<file path="config.mk">
export PLATFORM = sky130hd
export DESIGN_NAME = ifft_butterfly_unit
export DESIGN_NICKNAME = d
export VERILOG_FILES = /design/src/rtl/ifft_butterfly_unit_pkg.sv /design/src/rtl/ifft_butterfly_unit_twiddle_rom.sv /design/src/rtl/ifft_butterfly_unit.sv
export SDC_FILE = /design/constraint.sdc
export NUM_CORES = 2
export LEC_CHECK = 0
export BUFFER_PORTS_ARGS = -buffer_cell sky130_fd_sc_hd__buf_2
export CAP_MARGIN = 20
export CORE_UTILIZATION = 65
export DETAILED_ROUTE_END_ITERATION = 12
export PLACE_DENSITY = 0.83
export SLEW_MARGIN = 25
export SYNTH_ARGS = -nofsm -noshare
export SYNTH_HDL_FRONTEND = slang
export SYNTH_SLANG_ARGS = --single-unit
</file>
<file path="constraint.sdc">
create_clock -name clk -period 8.4 [get_ports clk]
set_input_delay 0.84 -clock clk [delete_from_list [all_inputs] [get_ports clk]]
set_output_delay 0.84 -clock clk [all_outputs]
set_load 0.02 [all_outputs]
</file>
<file path="src/rtl/ifft_butterfly_unit_pkg.sv">
`default_nettype none
// ifft_butterfly_unit_pkg: shared widths, rounding and saturation constants.
// Rev 1.0
package ifft_butterfly_unit_pkg;

  localparam int DATA_W     = 16;
  localparam int TW_W       = 16;
  localparam int TW_ADDR_W  = 4;

  localparam int ROUND_HALF = 2 ** 15;
  localparam int SAT_MAX    = 32767;
  localparam int SAT_MIN    = -32768;

  typedef struct packed {
    logic signed [TW_W-1:0] c;
    logic signed [TW_W-1:0] s;
  } twiddle_t;

endpackage
`default_nettype wire

</file>
<file path="src/rtl/ifft_butterfly_unit_twiddle_rom.sv">
`default_nettype none
// ifft_twiddle_rom: k -> conj(W_32^k) = c + js, Q1.15, positive sine.
// Rev 1.0
module ifft_twiddle_rom
  import ifft_butterfly_unit_pkg::*;
(
  input  logic [TW_ADDR_W-1:0] k_i,
  output twiddle_t             tw_o
);

  localparam logic signed [15:0] COS_T [16] = '{
    16'sd32767,  16'sd32137,  16'sd30273,  16'sd27245,
    16'sd23170,  16'sd18204,  16'sd12539,  16'sd6393,
    16'sd0,     -16'sd6393,  -16'sd12539, -16'sd18204,
   -16'sd23170, -16'sd27245, -16'sd30273, -16'sd32137
  };

  localparam logic signed [15:0] SIN_T [16] = '{
    16'sd0,      16'sd6393,   16'sd12539,  16'sd18204,
    16'sd23170,  16'sd27245,  16'sd30273,  16'sd32137,
    16'sd32767,  16'sd32137,  16'sd30273,  16'sd27245,
    16'sd23170,  16'sd18204,  16'sd12539,  16'sd6393
  };

  assign tw_o.c = COS_T[k_i];
  assign tw_o.s = SIN_T[k_i];

endmodule
`default_nettype wire

</file>
<file path="src/rtl/ifft_butterfly_unit.sv">
`default_nettype none
// ifft_butterfly_unit: 3-stage radix-2 DIF inverse butterfly, A'=(A+B)/2, B'=(A-B)conj(W)/2.
// Rev 1.0
module ifft_butterfly_unit #(
  parameter int DATA_W    = ifft_butterfly_unit_pkg::DATA_W,
  parameter int TW_W      = ifft_butterfly_unit_pkg::TW_W,
  parameter int TW_ADDR_W = ifft_butterfly_unit_pkg::TW_ADDR_W
) (
  input  logic                     clk,
  input  logic                     rst_n,
  input  logic                     i_valid,
  output logic                     i_ready,
  input  logic signed [DATA_W-1:0] i_data_ra,
  input  logic signed [DATA_W-1:0] i_data_ca,
  input  logic signed [DATA_W-1:0] i_data_rb,
  input  logic signed [DATA_W-1:0] i_data_cb,
  input  logic [TW_ADDR_W-1:0]     i_twiddle_num,
  output logic                     o_valid,
  input  logic                     o_ready,
  output logic signed [DATA_W-1:0] o_data_ra,
  output logic signed [DATA_W-1:0] o_data_ca,
  output logic signed [DATA_W-1:0] o_data_rb,
  output logic signed [DATA_W-1:0] o_data_cb,
  output logic                     o_overflow
);

  import ifft_butterfly_unit_pkg::*;

  localparam int SUM_W  = DATA_W + 1;
  localparam int PROD_W = SUM_W + TW_W + 1;
  localparam int RND_W  = PROD_W - TW_W;

  logic w_en;
  assign w_en    = !o_valid || o_ready;
  assign i_ready = w_en;

  // Stage 1: sums/differences plus twiddle, all behind the same enable
  twiddle_t                 w_tw;
  logic signed [SUM_W-1:0]  sr1_d, si1_d, dr1_d, di1_d;
  logic signed [SUM_W-1:0]  sr1_q, si1_q, dr1_q, di1_q;
  logic signed [TW_W-1:0]   c1_q, s1_q;
  logic                     v1_q;

  ifft_twiddle_rom u_rom (
    .k_i  (i_twiddle_num),
    .tw_o (w_tw)
  );

  assign sr1_d = SUM_W'(i_data_ra) + SUM_W'(i_data_rb);
  assign si1_d = SUM_W'(i_data_ca) + SUM_W'(i_data_cb);
  assign dr1_d = SUM_W'(i_data_ra) - SUM_W'(i_data_rb);
  assign di1_d = SUM_W'(i_data_ca) - SUM_W'(i_data_cb);

  always_ff @(posedge clk or negedge rst_n) begin
    if (!rst_n) begin
      v1_q  <= 1'b0;
      sr1_q <= '0;
      si1_q <= '0;
      dr1_q <= '0;
      di1_q <= '0;
      c1_q  <= '0;
      s1_q  <= '0;
    end else if (w_en) begin
      v1_q <= i_valid;
      if (i_valid) begin
        sr1_q <= sr1_d;
        si1_q <= si1_d;
        dr1_q <= dr1_d;
        di1_q <= di1_d;
        c1_q  <= w_tw.c;
        s1_q  <= w_tw.s;
      end
    end
  end

  // Stage 2: complex multiply by conj(W)
  logic signed [PROD_W-1:0] w_dr_x, w_di_x, w_c_x, w_s_x;
  logic signed [PROD_W-1:0] pr2_d, pi2_d, pr2_q, pi2_q;
  logic signed [SUM_W-1:0]  sr2_q, si2_q;
  logic                     v2_q;

  assign w_dr_x = PROD_W'(dr1_q);
  assign w_di_x = PROD_W'(di1_q);
  assign w_c_x  = PROD_W'(c1_q);
  assign w_s_x  = PROD_W'(s1_q);
  assign pr2_d  = w_dr_x * w_c_x - w_di_x * w_s_x;
  assign pi2_d  = w_dr_x * w_s_x + w_di_x * w_c_x;

  always_ff @(posedge clk or negedge rst_n) begin
    if (!rst_n) begin
      v2_q  <= 1'b0;
      sr2_q <= '0;
      si2_q <= '0;
      pr2_q <= '0;
      pi2_q <= '0;
    end else if (w_en) begin
      v2_q <= v1_q;
      if (v1_q) begin
        sr2_q <= sr1_q;
        si2_q <= si1_q;
        pr2_q <= pr2_d;
        pi2_q <= pi2_d;
      end
    end
  end

  // Stage 3: halve sums, round-half-up and saturate products
  logic signed [PROD_W-1:0] w_pr_rnd, w_pi_rnd;
  logic signed [RND_W-1:0]  w_br_sh, w_bi_sh;
  logic                     w_clip_r, w_clip_i;
  logic signed [DATA_W-1:0] ar3_d, ai3_d, br3_d, bi3_d;
  logic signed [DATA_W-1:0] ar3_q, ai3_q, br3_q, bi3_q;
  logic                     ovf3_q, v3_q;

  assign ar3_d    = DATA_W'((sr2_q + SUM_W'(1)) >>> 1);
  assign ai3_d    = DATA_W'((si2_q + SUM_W'(1)) >>> 1);
  assign w_pr_rnd = pr2_q + PROD_W'(ROUND_HALF);
  assign w_pi_rnd = pi2_q + PROD_W'(ROUND_HALF);
  assign w_br_sh  = RND_W'(w_pr_rnd >>> TW_W);
  assign w_bi_sh  = RND_W'(w_pi_rnd >>> TW_W);

  // Fits in DATA_W only when every bit above the sign position agrees with it
  assign w_clip_r = !((&w_br_sh[RND_W-1:DATA_W-1]) || !(|w_br_sh[RND_W-1:DATA_W-1]));
  assign w_clip_i = !((&w_bi_sh[RND_W-1:DATA_W-1]) || !(|w_bi_sh[RND_W-1:DATA_W-1]));

  assign br3_d = !w_clip_r ? w_br_sh[DATA_W-1:0] :
                 (w_br_sh[RND_W-1] ? DATA_W'(SAT_MIN) : DATA_W'(SAT_MAX));
  assign bi3_d = !w_clip_i ? w_bi_sh[DATA_W-1:0] :
                 (w_bi_sh[RND_W-1] ? DATA_W'(SAT_MIN) : DATA_W'(SAT_MAX));

  always_ff @(posedge clk or negedge rst_n) begin
    if (!rst_n) begin
      v3_q   <= 1'b0;
      ar3_q  <= '0;
      ai3_q  <= '0;
      br3_q  <= '0;
      bi3_q  <= '0;
      ovf3_q <= 1'b0;
    end else if (w_en) begin
      v3_q <= v2_q;
      if (v2_q) begin
        ar3_q  <= ar3_d;
        ai3_q  <= ai3_d;
        br3_q  <= br3_d;
        bi3_q  <= bi3_d;
        ovf3_q <= w_clip_r || w_clip_i;
      end
    end
  end

  assign o_valid    = v3_q;
  assign o_data_ra  = ar3_q;
  assign o_data_ca  = ai3_q;
  assign o_data_rb  = br3_q;
  assign o_data_cb  = bi3_q;
  assign o_overflow = ovf3_q;

endmodule
`default_nettype wire

</file>
==> impl_metrics.py <==
metrics = {
    "clock_network": {
        "clockBufferDepth": 3,
        "clockRootBuffer": "clkbuf_16",
        "clk_pin_slew_ns": 0.07,
        "post_cts_buffers": 0,
        "clock_latency_ns": 0.63,
        "cts_num_sinks": 237,
        "cts_buffers": 30,
        "cts_tree": "yes",
        "cts.htree.levels": 1,
    },
    "route": {
        "wirelength_um": 142100,
        "dr.pass1.iters": 8,
        "drc_errors": 0,
        "ant_nets": 0,
        "vias": 39020,
        "drt_iter0_markers": 3007,
        "wire_per_inst_um": 20.95,
        "vias_per_cell": 5.752,
    },
    "synthesis": {
        "synth_edf_count": 0,
        "netlist_instances": 5650,
        "async_flop_share": 1.000,
        "synthesis.area_um2": 53170,
        "yosysSeqAreaShare": 0.1115,
        "yosysUniqueCellTypes": 70,
        "ys_ff_latch": 237,
        "ys.flop_type": "dfrtp_1",
        "syn_avg_cell_area_um2": 9.411,
        "synth_warnings": 0,
        "syn_nets": 7297,
    },
    "die": {
        "start_util": 0.6591,
        "die_height_um": 288.0,
        "boundaryPins": 139,
        "die_x_um": 288.0,
        "core-area_um2": 80680,
        "num_rows": 104,
        "die_area_um2": 82950,
    },
    "global_routing": {
        "grt_util_all_layers": 0.3662,
        "grt_overflow": 0,
        "grt_max_degree": 121,
        "grt_pass1_wl_um": 232100,
        "grt_pass1_vias": 43290,
        "antenna_found_initial": 16,
    },
    "place": {
        "port_buffers": 138,
        "dp_hpwl_um": 115500,
        "routabilityCongestion": 0.9567,
    },
    "layout": {
        "area_delta_synth_final_pct": 6.405,
        "multi_input_area_um2": 41320,
        "layout-drive-gt1-share": 0.06969,
        "nFillCells": 5863,
        "fin_nets": 7335,
        "regArea_um2": 5936,
    },
    "timing": {
        "layout_min_cycle_time_ns": 8.097,
        "rsz0062_at_grt": "no",
        "setup_viol": 0,
        "worst_pin_slew_ns": 1.008,
        "timing.final.hold_violations": 0,
        "fmax_ghz": 0.1235,
        "fin_crit_sh": 0.9640,
        "finalMaxSlewViolations": 0,
        "maxSlewHeadroom": 0.3283,
        "setup_tns_ns": 0,
        "finalClockSkew_ns": 0.02256,
    },
    "setup_path": {
        "cp-end-kind": "flip-flop",
        "crit_arrival_ns": 8.59,
        "worst_setup_path_start_kind": "flip-flop",
        "crit_type": "reg2reg",
        "cp_data_required_time_ns": 8.89,
        "cp_max_fo": 8,
    },
    "status": {
        "status": "finished, final reports clean",
    },
    "worst_hold_path": {
        "hold_class": "in2async",
    },
    "flow_run": {
        "drv_cap": 0,
    },
}
==> worst max-delay path: stages (launching register included) <==
cell	delay, ns
dfrtp_1	0.67
nand2_1	0.40
inv_1	0.54
fa_1	0.54
fa_1	0.48
fa_1	0.49
inv_1	0.05
fa_1	0.48
fa_1	0.57
fa_1	0.44
fa_1	0.49
inv_1	0.05
fa_1	0.47
inv_1	0.04
ha_1	0.34
nand4_1	0.16
o31ai_4	0.40
a41oi_1	0.24
or3_4	0.48
a311oi_4	0.34
nor4_1	0.11
nand3b_1	0.18
==> cell usage in the layout, fill, tap and decap left out, drive strengths merged, types with 13 or more instances in the layout <==
cell type  Yosys  routed
inv         1309    1310
fa          1201    1201
nand2        732     732
and2         545     545
ha           374     374
buf            6     284
dfrtp        237     237
o21ai        197     197
xnor2         99      99
nor2          98      98
a21oi         87      87
xor2          63      63
nand3         41      41
clkbuf       272      37
nand2b        36      36
mux2          34      34
a21o          31      31
o31ai         28      28
and3          21      21
nor3          21      21
a31oi         17      17
nor2b         16      16
o22a          16      16
a211oi        15      15
nand4         15      15
or3           14      14
diode          0      13
==> cell type report <==
cell class | instances | area share
multi-input combinational | 3825 | 0.7304
clock inverter | 18 | 0.004091
antenna | 13 | 0.0005750
sequential | 237 | 0.1049
tap | 1060 | 0.02344
timing repair buffer | 284 | 0.03527
clock buffer | 37 | 0.01444
inverter | 1310 | 0.08691
==> state kept, by name, summed over array words and instances (netlist names), 17 cells and up <==
register,count
pi2_q,19
pr2_q,19
di1_q,17
si2_q,17
sr1_q,17
sr2_q,17
==> cells by family after synthesis <==
family,Yosys count,share of synthesized area
xor+xnor,162,0.02668
mux,36,0.007577
buf+inv,1588,0.1121
flops,237,0.1115
simple gates,1576,0.1459
compound gates,476,0.05598
fa+ha+maj,1575,0.5402
==> Yosys cell counts, types with 8 or more instances <==
library cell,number,area share
a2111oi_0,9,0.0015
a211oi_1,15,0.0021
a21o_1,31,0.0044
a21oi_1,87,0.0082
a31oi_1,16,0.0019
and2_1,545,0.064
and3_1,21,0.0025
clkbuf_1,272,0.019
dfrtp_1,237,0.11
fa_1,1201,0.45
ha_1,374,0.088
inv_1,1309,0.092
mux2_2,34,0.0072
nand2_1,732,0.052
nand2b_1,36,0.0042
nand3_1,41,0.0039
nand4_1,15,0.0018
nor2_1,98,0.0069
nor2b_1,16,0.0019
nor3_1,21,0.0020
o211ai_1,8,0.0011
o21a_1,11,0.0016
o21ai_0,196,0.018
o21bai_1,9,0.0013
o22a_1,16,0.0026
o31ai_1,25,0.0035
or3_1,13,0.0015
xnor2_1,99,0.016
xor2_1,63,0.010
==> metal layers <==
layer  routed length (um)  global-route usage  vias up  share of wire
met5                   27                   0        -        0.00019
met4                11160              0.2384        4          0.079
met3                12070             0.06838      539          0.085
met2                68560              0.6012     1879           0.48
met1                50310              0.4453    19830           0.35
li1                     -                   -    16770              -
==> timing repair <==
item                       4_1_cts  5_1_grt
resized for setup                0        6
setup endpoints to repair        0       10
hold buffers                     0        0
==> per-stage QoR <==
stage | setup slack [ns] | instances | util | hold WS, ns | instance area, um2
6_report | 0.3025 | 6784 | 0.7013 | 0.09388 | 56580
3_5_place_dp | 0.2793 | 6715 | 0.6873 | 0.4578 | 55450
5_1_grt | 0.01900 | 6782 | 0.7012 | 0.09682 | 56570
2_1_floorplan | 1.023 | 5650 | - | 0.4444 | 53170
4_1_cts | 0.2837 | 6770 | 0.7003 | 0.3693 | 56500
3_3_place_gp | 0.3833 | 6715 | 0.6873 | 0.4571 | 55450
==> worst paths after layout <==
check / endpoint / startpoint / slack, ns / depth (start not counted)
worst max register to register: pr2_q[33] / s1_q[0] / 0.30 / 21
worst max-delay path: pr2_q[33] / s1_q[0] / 0.30 / 21
worst min-delay path: pi2_q[22] / rst_n / 0.09 / 1
min in group clk: o_data_ca[9] / o_data_ca[9] / 0.47 / 2
max in group asynchronous: si2_q[10] / rst_n / 6.82 / 3
worst min register to register: o_data_ca[9] / o_data_ca[9] / 0.47 / 2
Power is left out: the tool's default activity adds up to more than one toggle a clock period on the data nets, which glitch-free logic cannot reach.
